## config.mk

```make
export PLATFORM = sky130hd
export DESIGN_NAME = collision_query_arbiter
export DESIGN_NICKNAME = d
export VERILOG_FILES = /design/src/rtl/collision_query_arbiter.sv
export SDC_FILE = /design/constraint.sdc
export NUM_CORES = 1
export LEC_CHECK = 0
export CORE_AREA = 2 2 79 81
export DETAILED_ROUTE_END_ITERATION = 8
export DIE_AREA = 0 0 81 83
export HOLD_SLACK_MARGIN = 0.05
export PLACE_DENSITY_LB_ADDON = 0.3
export SLEW_MARGIN = 30
export SYNTH_ARGS = -nofsm -noshare
export SYNTH_HDL_FRONTEND = slang
export SYNTH_SLANG_ARGS = --single-unit
```

## constraint.sdc

```tcl
create_clock -name clk -period 4.9 [get_ports clk]
set_input_delay 1.225 -clock clk [delete_from_list [all_inputs] [get_ports clk]]
set_output_delay 1.225 -clock clk [all_outputs]
set_load 0.02 [all_outputs]
```

## src/rtl/collision_query_arbiter.sv

```systemverilog
// rtl/collision_query_arbiter.sv - round-robin arbiter sharing one collision_mask lookup port
// Optional feature macro: COLLISION_ARB_STATS_EN (lookup / blocked counters with stat_clr)
module collision_query_arbiter #(
   parameter int NUM_REQ    = 4,
   parameter int X_W        = 11,
   parameter int Y_W        = 10,
   parameter int SCREEN_W   = 1280,
   parameter int SCREEN_H   = 800,
   parameter int LOOKUP_LAT = 1
) (
   input  logic                   clk,
   input  logic                   rst_n,
   input  logic [NUM_REQ-1:0]     req_valid,
   input  logic [NUM_REQ*X_W-1:0] req_x,
   input  logic [NUM_REQ*Y_W-1:0] req_y,
   output logic [NUM_REQ-1:0]     req_ready,
   output logic [NUM_REQ-1:0]     rsp_valid,
   output logic                   rsp_walkable,
   output logic                   busy,
   output logic [X_W-1:0]         cm_x,
   output logic [Y_W-1:0]         cm_y,
   input  logic                   cm_walkable
`ifdef COLLISION_ARB_STATS_EN
   ,
   input  logic                   stat_clr,
   output logic [15:0]            stat_lookups,
   output logic [15:0]            stat_blocked
`endif
);

   localparam int IDX_W = (NUM_REQ > 1) ? $clog2(NUM_REQ) : 1;

   typedef enum logic [1:0] {IDLE, LOOKUP, RESP} state_t;

   state_t           state;
   logic [IDX_W-1:0] rr_ptr;
   logic [IDX_W-1:0] grant_idx;
   logic [2:0]       cnt;

   int               idx;
   logic [IDX_W-1:0] cand;
   logic [IDX_W-1:0] sel_idx;
   logic             sel_hit;
   logic [X_W-1:0]   sel_x;
   logic [Y_W-1:0]   sel_y;
   logic             sel_oob;

   // Search upward from rr_ptr with wrap; the first valid requester wins.
   always_comb begin
      idx     = 0;
      cand    = '0;
      sel_hit = 1'b0;
      sel_idx = '0;
      for (int k = 0; k < NUM_REQ; k++) begin
         idx = int'(rr_ptr) + k;
         if (idx >= NUM_REQ) idx = idx - NUM_REQ;
         cand = IDX_W'(idx);
         if (!sel_hit && req_valid[cand]) begin
            sel_hit = 1'b1;
            sel_idx = cand;
         end
      end
      sel_x   = req_x[sel_idx*X_W +: X_W];
      sel_y   = req_y[sel_idx*Y_W +: Y_W];
      sel_oob = ({1'b0, sel_x} >= (X_W+1)'(SCREEN_W)) ||
                ({1'b0, sel_y} >= (Y_W+1)'(SCREEN_H));
      req_ready = '0;
      if (rst_n && state == IDLE && sel_hit) req_ready[sel_idx] = 1'b1;
   end

   assign busy = (state != IDLE);

   always_ff @(posedge clk or negedge rst_n) begin
      if (!rst_n) begin
         state        <= IDLE;
         rr_ptr       <= '0;
         grant_idx    <= '0;
         cnt          <= '0;
         cm_x         <= '0;
         cm_y         <= '0;
         rsp_valid    <= '0;
         rsp_walkable <= 1'b0;
      end else begin
         rsp_valid <= '0;
         case (state)
            IDLE: begin
               if (sel_hit) begin
                  cm_x      <= sel_x;
                  cm_y      <= sel_y;
                  grant_idx <= sel_idx;
                  rr_ptr    <= (sel_idx == IDX_W'(NUM_REQ-1)) ? '0 : sel_idx + 1'b1;
                  // Off-screen targets are never walkable; skip the lookup entirely.
                  if (sel_oob) begin
                     rsp_walkable <= 1'b0;
                     rsp_valid    <= NUM_REQ'(1) << sel_idx;
                     state        <= RESP;
                  end else begin
                     cnt   <= 3'(LOOKUP_LAT);
                     state <= LOOKUP;
                  end
               end
            end
            LOOKUP: begin
               if (cnt != 3'd0) begin
                  cnt <= cnt - 3'd1;
               end else begin
                  rsp_walkable <= cm_walkable;
                  rsp_valid    <= NUM_REQ'(1) << grant_idx;
                  state        <= RESP;
               end
            end
            RESP:    state <= IDLE;
            default: state <= IDLE;
         endcase
      end
   end

`ifdef COLLISION_ARB_STATS_EN
   logic was_lookup;

   always_ff @(posedge clk or negedge rst_n) begin
      if (!rst_n) begin
         was_lookup   <= 1'b0;
         stat_lookups <= '0;
         stat_blocked <= '0;
      end else begin
         if (state == IDLE && sel_hit) was_lookup <= !sel_oob;
         if (stat_clr) begin
            stat_lookups <= '0;
            stat_blocked <= '0;
         end else if (state == RESP) begin
            if (was_lookup && stat_lookups != 16'hFFFF) stat_lookups <= stat_lookups + 16'd1;
            if (!rsp_walkable && stat_blocked != 16'hFFFF) stat_blocked <= stat_blocked + 16'd1;
         end
      end
   end
`endif

endmodule

```

==> results.sh <==
export IMPL_io_pins=122
export IMPL_drtAntennaViolNets=0
export IMPL_synth_async_reset_ratio_pct=100
export IMPL_insertion_delay_ns=0.29
export IMPL_fmax_ghz=0.211
export IMPL_postCtsHoldBufs=0
export IMPL_first_pass_iters=5
export IMPL_cts_root_buffer="clkbuf_8"
export IMPL_setup_violations=0
export IMPL_fin_cells=492
export IMPL_grt_overflow_total=0
export IMPL_skew_ns=0.00154
export IMPL_syn_inst=300
export IMPL_rsz0062_at_grt="false"
export IMPL_ys_seq_elements=35
export IMPL_ys_types=44
export IMPL_cts_repair_resized=0
export IMPL_post_cts_buffers=0
export IMPL_cts_htree_levels=2
export IMPL_clockBufferDepth=2
export IMPL_syn_mean_instance_area_um2=7.67
export IMPL_synth_compound_area_share_pct=18.3
export IMPL_arrival_ns=3.51
export IMPL_path_clk_slew_ns=0.07
export IMPL_syn_nets=397
export IMPL_area_growth_pct=58.8
export IMPL_grt_pass1_vias=2321
export IMPL_finalSetupTns_ns=0
export IMPL_synth_adder_area_share_pct=3.26
export IMPL_min_period_ns=4.73
export IMPL_fin_nets=513
export IMPL_slew_violations=0
export IMPL_grt_use_total_pct=20.2
export IMPL_p_leak_nw=1.63
export IMPL_critPathKind="in2out"
export IMPL_detail_route_iter0_violations=157
export IMPL_die_h_um=83
export IMPL_worstPathRequired_ns=3.67
export IMPL_insertedDiodeCount=0
export IMPL_peakVddDrop_mv=0.307
export IMPL_via_per_inst=5.00
export IMPL_synth_flop_cell="dfrtp_1"
export IMPL_grt_pass1_wl_mm=10.7
export IMPL_cts_made_buffers=5
export IMPL_yosysSeqAreaShare_pct=38.0
export IMPL_post_place_cells=484
export IMPL_clock_sinks=35
export IMPL_drive_above_1_share_pct=7.43
export IMPL_reg2reg_depth=9
export IMPL_syn_area_um2=2300
export IMPL_wl_per_cell_um=13.2
export IMPL_drc=0
export IMPL_port_buffers=121
export IMPL_max_cap_violations=0
export IMPL_cp_max_fo=11
export IMPL_synth_simple_gate_area_share_pct=30.1
export IMPL_yosysTopAreaCell="dfrtp_1"
export IMPL_synth_warnings=0
export IMPL_worst_setup_path_end_kind="output pin"
export IMPL_synth_most_common_cell="nand2_1"
export IMPL_initial_core_util_pct=39.6
export IMPL_slew_headroom_pct=57.3
export IMPL_worst_slew_pin_slew_ns=0.641
export IMPL_vias=2459
export IMPL_dieArea_um2=6720
export IMPL_min_path_cells=2
export IMPL_hpwlAfterDp_mm=5.18
export IMPL_synth_common_cells="nand2_1, o21ai_0, dfrtp_1"
export IMPL_startpoint_type="input port"
export IMPL_synth_xor_area_share_pct=0.380
export IMPL_die_x_um=81
export IMPL_synth_top_family_by_area="simple AND/OR/NAND/NOR gates"
export IMPL_grt_antenna_before_repair=0
export IMPL_grt_max_degree=35
export IMPL_muxShareOfSynthArea_pct=4.57
export IMPL_outcome="finished clean"
export IMPL_synth_top_cell_area_share_pct=38.0
export IMPL_hold_violations=0
export IMPL_cts_tree="yes"
export IMPL_worstHoldPathType="reg2reg"
export IMPL_gp_congestion=0.859
export IMPL_period_share_pct=96.6
export IMPL_synth_edf_count=0
export IMPL_coreArea_um2=5820
export IMPL_pwr_density_cell_nw_per_um2=528
export IMPL_yosys_top_cells_area="dfrtp_1, nand2_1, o21ai_0"
export IMPL_rows=28
export IMPL_drt_wl_total_mm=6.52
-- state kept, by name, indices dropped and copies added, names as in the netlist --
signal        flops
cm_x             11
cm_y             10
cnt               3
grant_idx         2
rr_ptr            2
rsp_valid         4
rsp_walkable      1
state             2
-- cell usage in the layout (no fill, tap or decap), drive strengths merged, types with 7 or more instances in the layout --
| cell type | n |
|---|---|
| clkdlybuf4s50 | 120 |
| inv | 9 |
| nor2 | 9 |
| nand2 | 99 |
| o21ai | 46 |
| dfrtp | 35 |
| clkbuf | 8 |
| buf | 7 |
| nand3 | 33 |
-- path summary, 6_finish.rpt --
check                                   from      endpoint  slack (ns)
worst min-delay path                 cm_x[8]       cm_x[8]        0.48
worst max-delay path            req_valid[3]  req_ready[0]        0.17
worst min register to register       cm_x[8]       cm_x[8]        0.48
max in group asynchronous              rst_n       cm_x[3]        3.52
worst max register to register     rr_ptr[1]        cnt[1]        2.16
min in group asynchronous              rst_n  rsp_valid[1]        0.76
-- per-layer routing --
metal / share of wire [%] / up-vias / GRT usage, %
li1: - / 1251 / -
met1: 40 / 1097 / 23.4
met2: 49 / 103 / 34.9
met3: 9.2 / 8 / 6.74
met4: 1.4 / 0 / 5.86
met5: 0 / - / 0
-- layout make-up --
class	instances	area [um^2]
clock buffers	8	100
fillers	560	2160
inverters	9	33.8
multi-input cells	238	1300
flip-flops and latches	35	876
well taps	75	93.8
repair buffers	127	1250
-- report_power, final --
part / switching (mW) / internal (mW) / total, mW / leakage, nW
registers: 0.0814 / 0.428 / 0.510 / 0.435
logic: 0.673 / 0.518 / 1.19 / 1.14
clock network: 0.100 / 0.128 / 0.229 / 0.0515
total: 0.855 / 1.07 / 1.93 / 1.63
-- cell families after synthesis --
family,Yosys count
AO/OA/AOI/OAI,65
XOR/XNOR,1
adder cells (fa/ha/maj),6
buffers and inverters,27
flip-flops,35
multiplexers,10
AND/OR/NAND/NOR,156
-- worst max-delay path, cell delays in order --
cell and delay (ns):
clkdlybuf4s50_1 0.61, nand3b_1 0.19, o221ai_2 0.26, nor2_8 0.26
inv_2 0.08, ha_1 0.19, and3_1 0.16, clkdlybuf4s50_1 0.53
-- stage by stage --
stage               power [mW]  hold slack (ns)  setup WS, ns  util, %  cell area [um^2]
floorplan                 1.27            0.437         0.793        -              2300
global placement          1.69            0.461         0.272     61.1              3560
detailed placement        1.72            0.472         0.196     61.1              3560
CTS                       1.95            0.487         0.188     62.9              3660
global route              2.10            0.501        0.0471     62.9              3660
finish                    1.93            0.479         0.165     62.9              3660
Power figures use the tool's default switching activity.
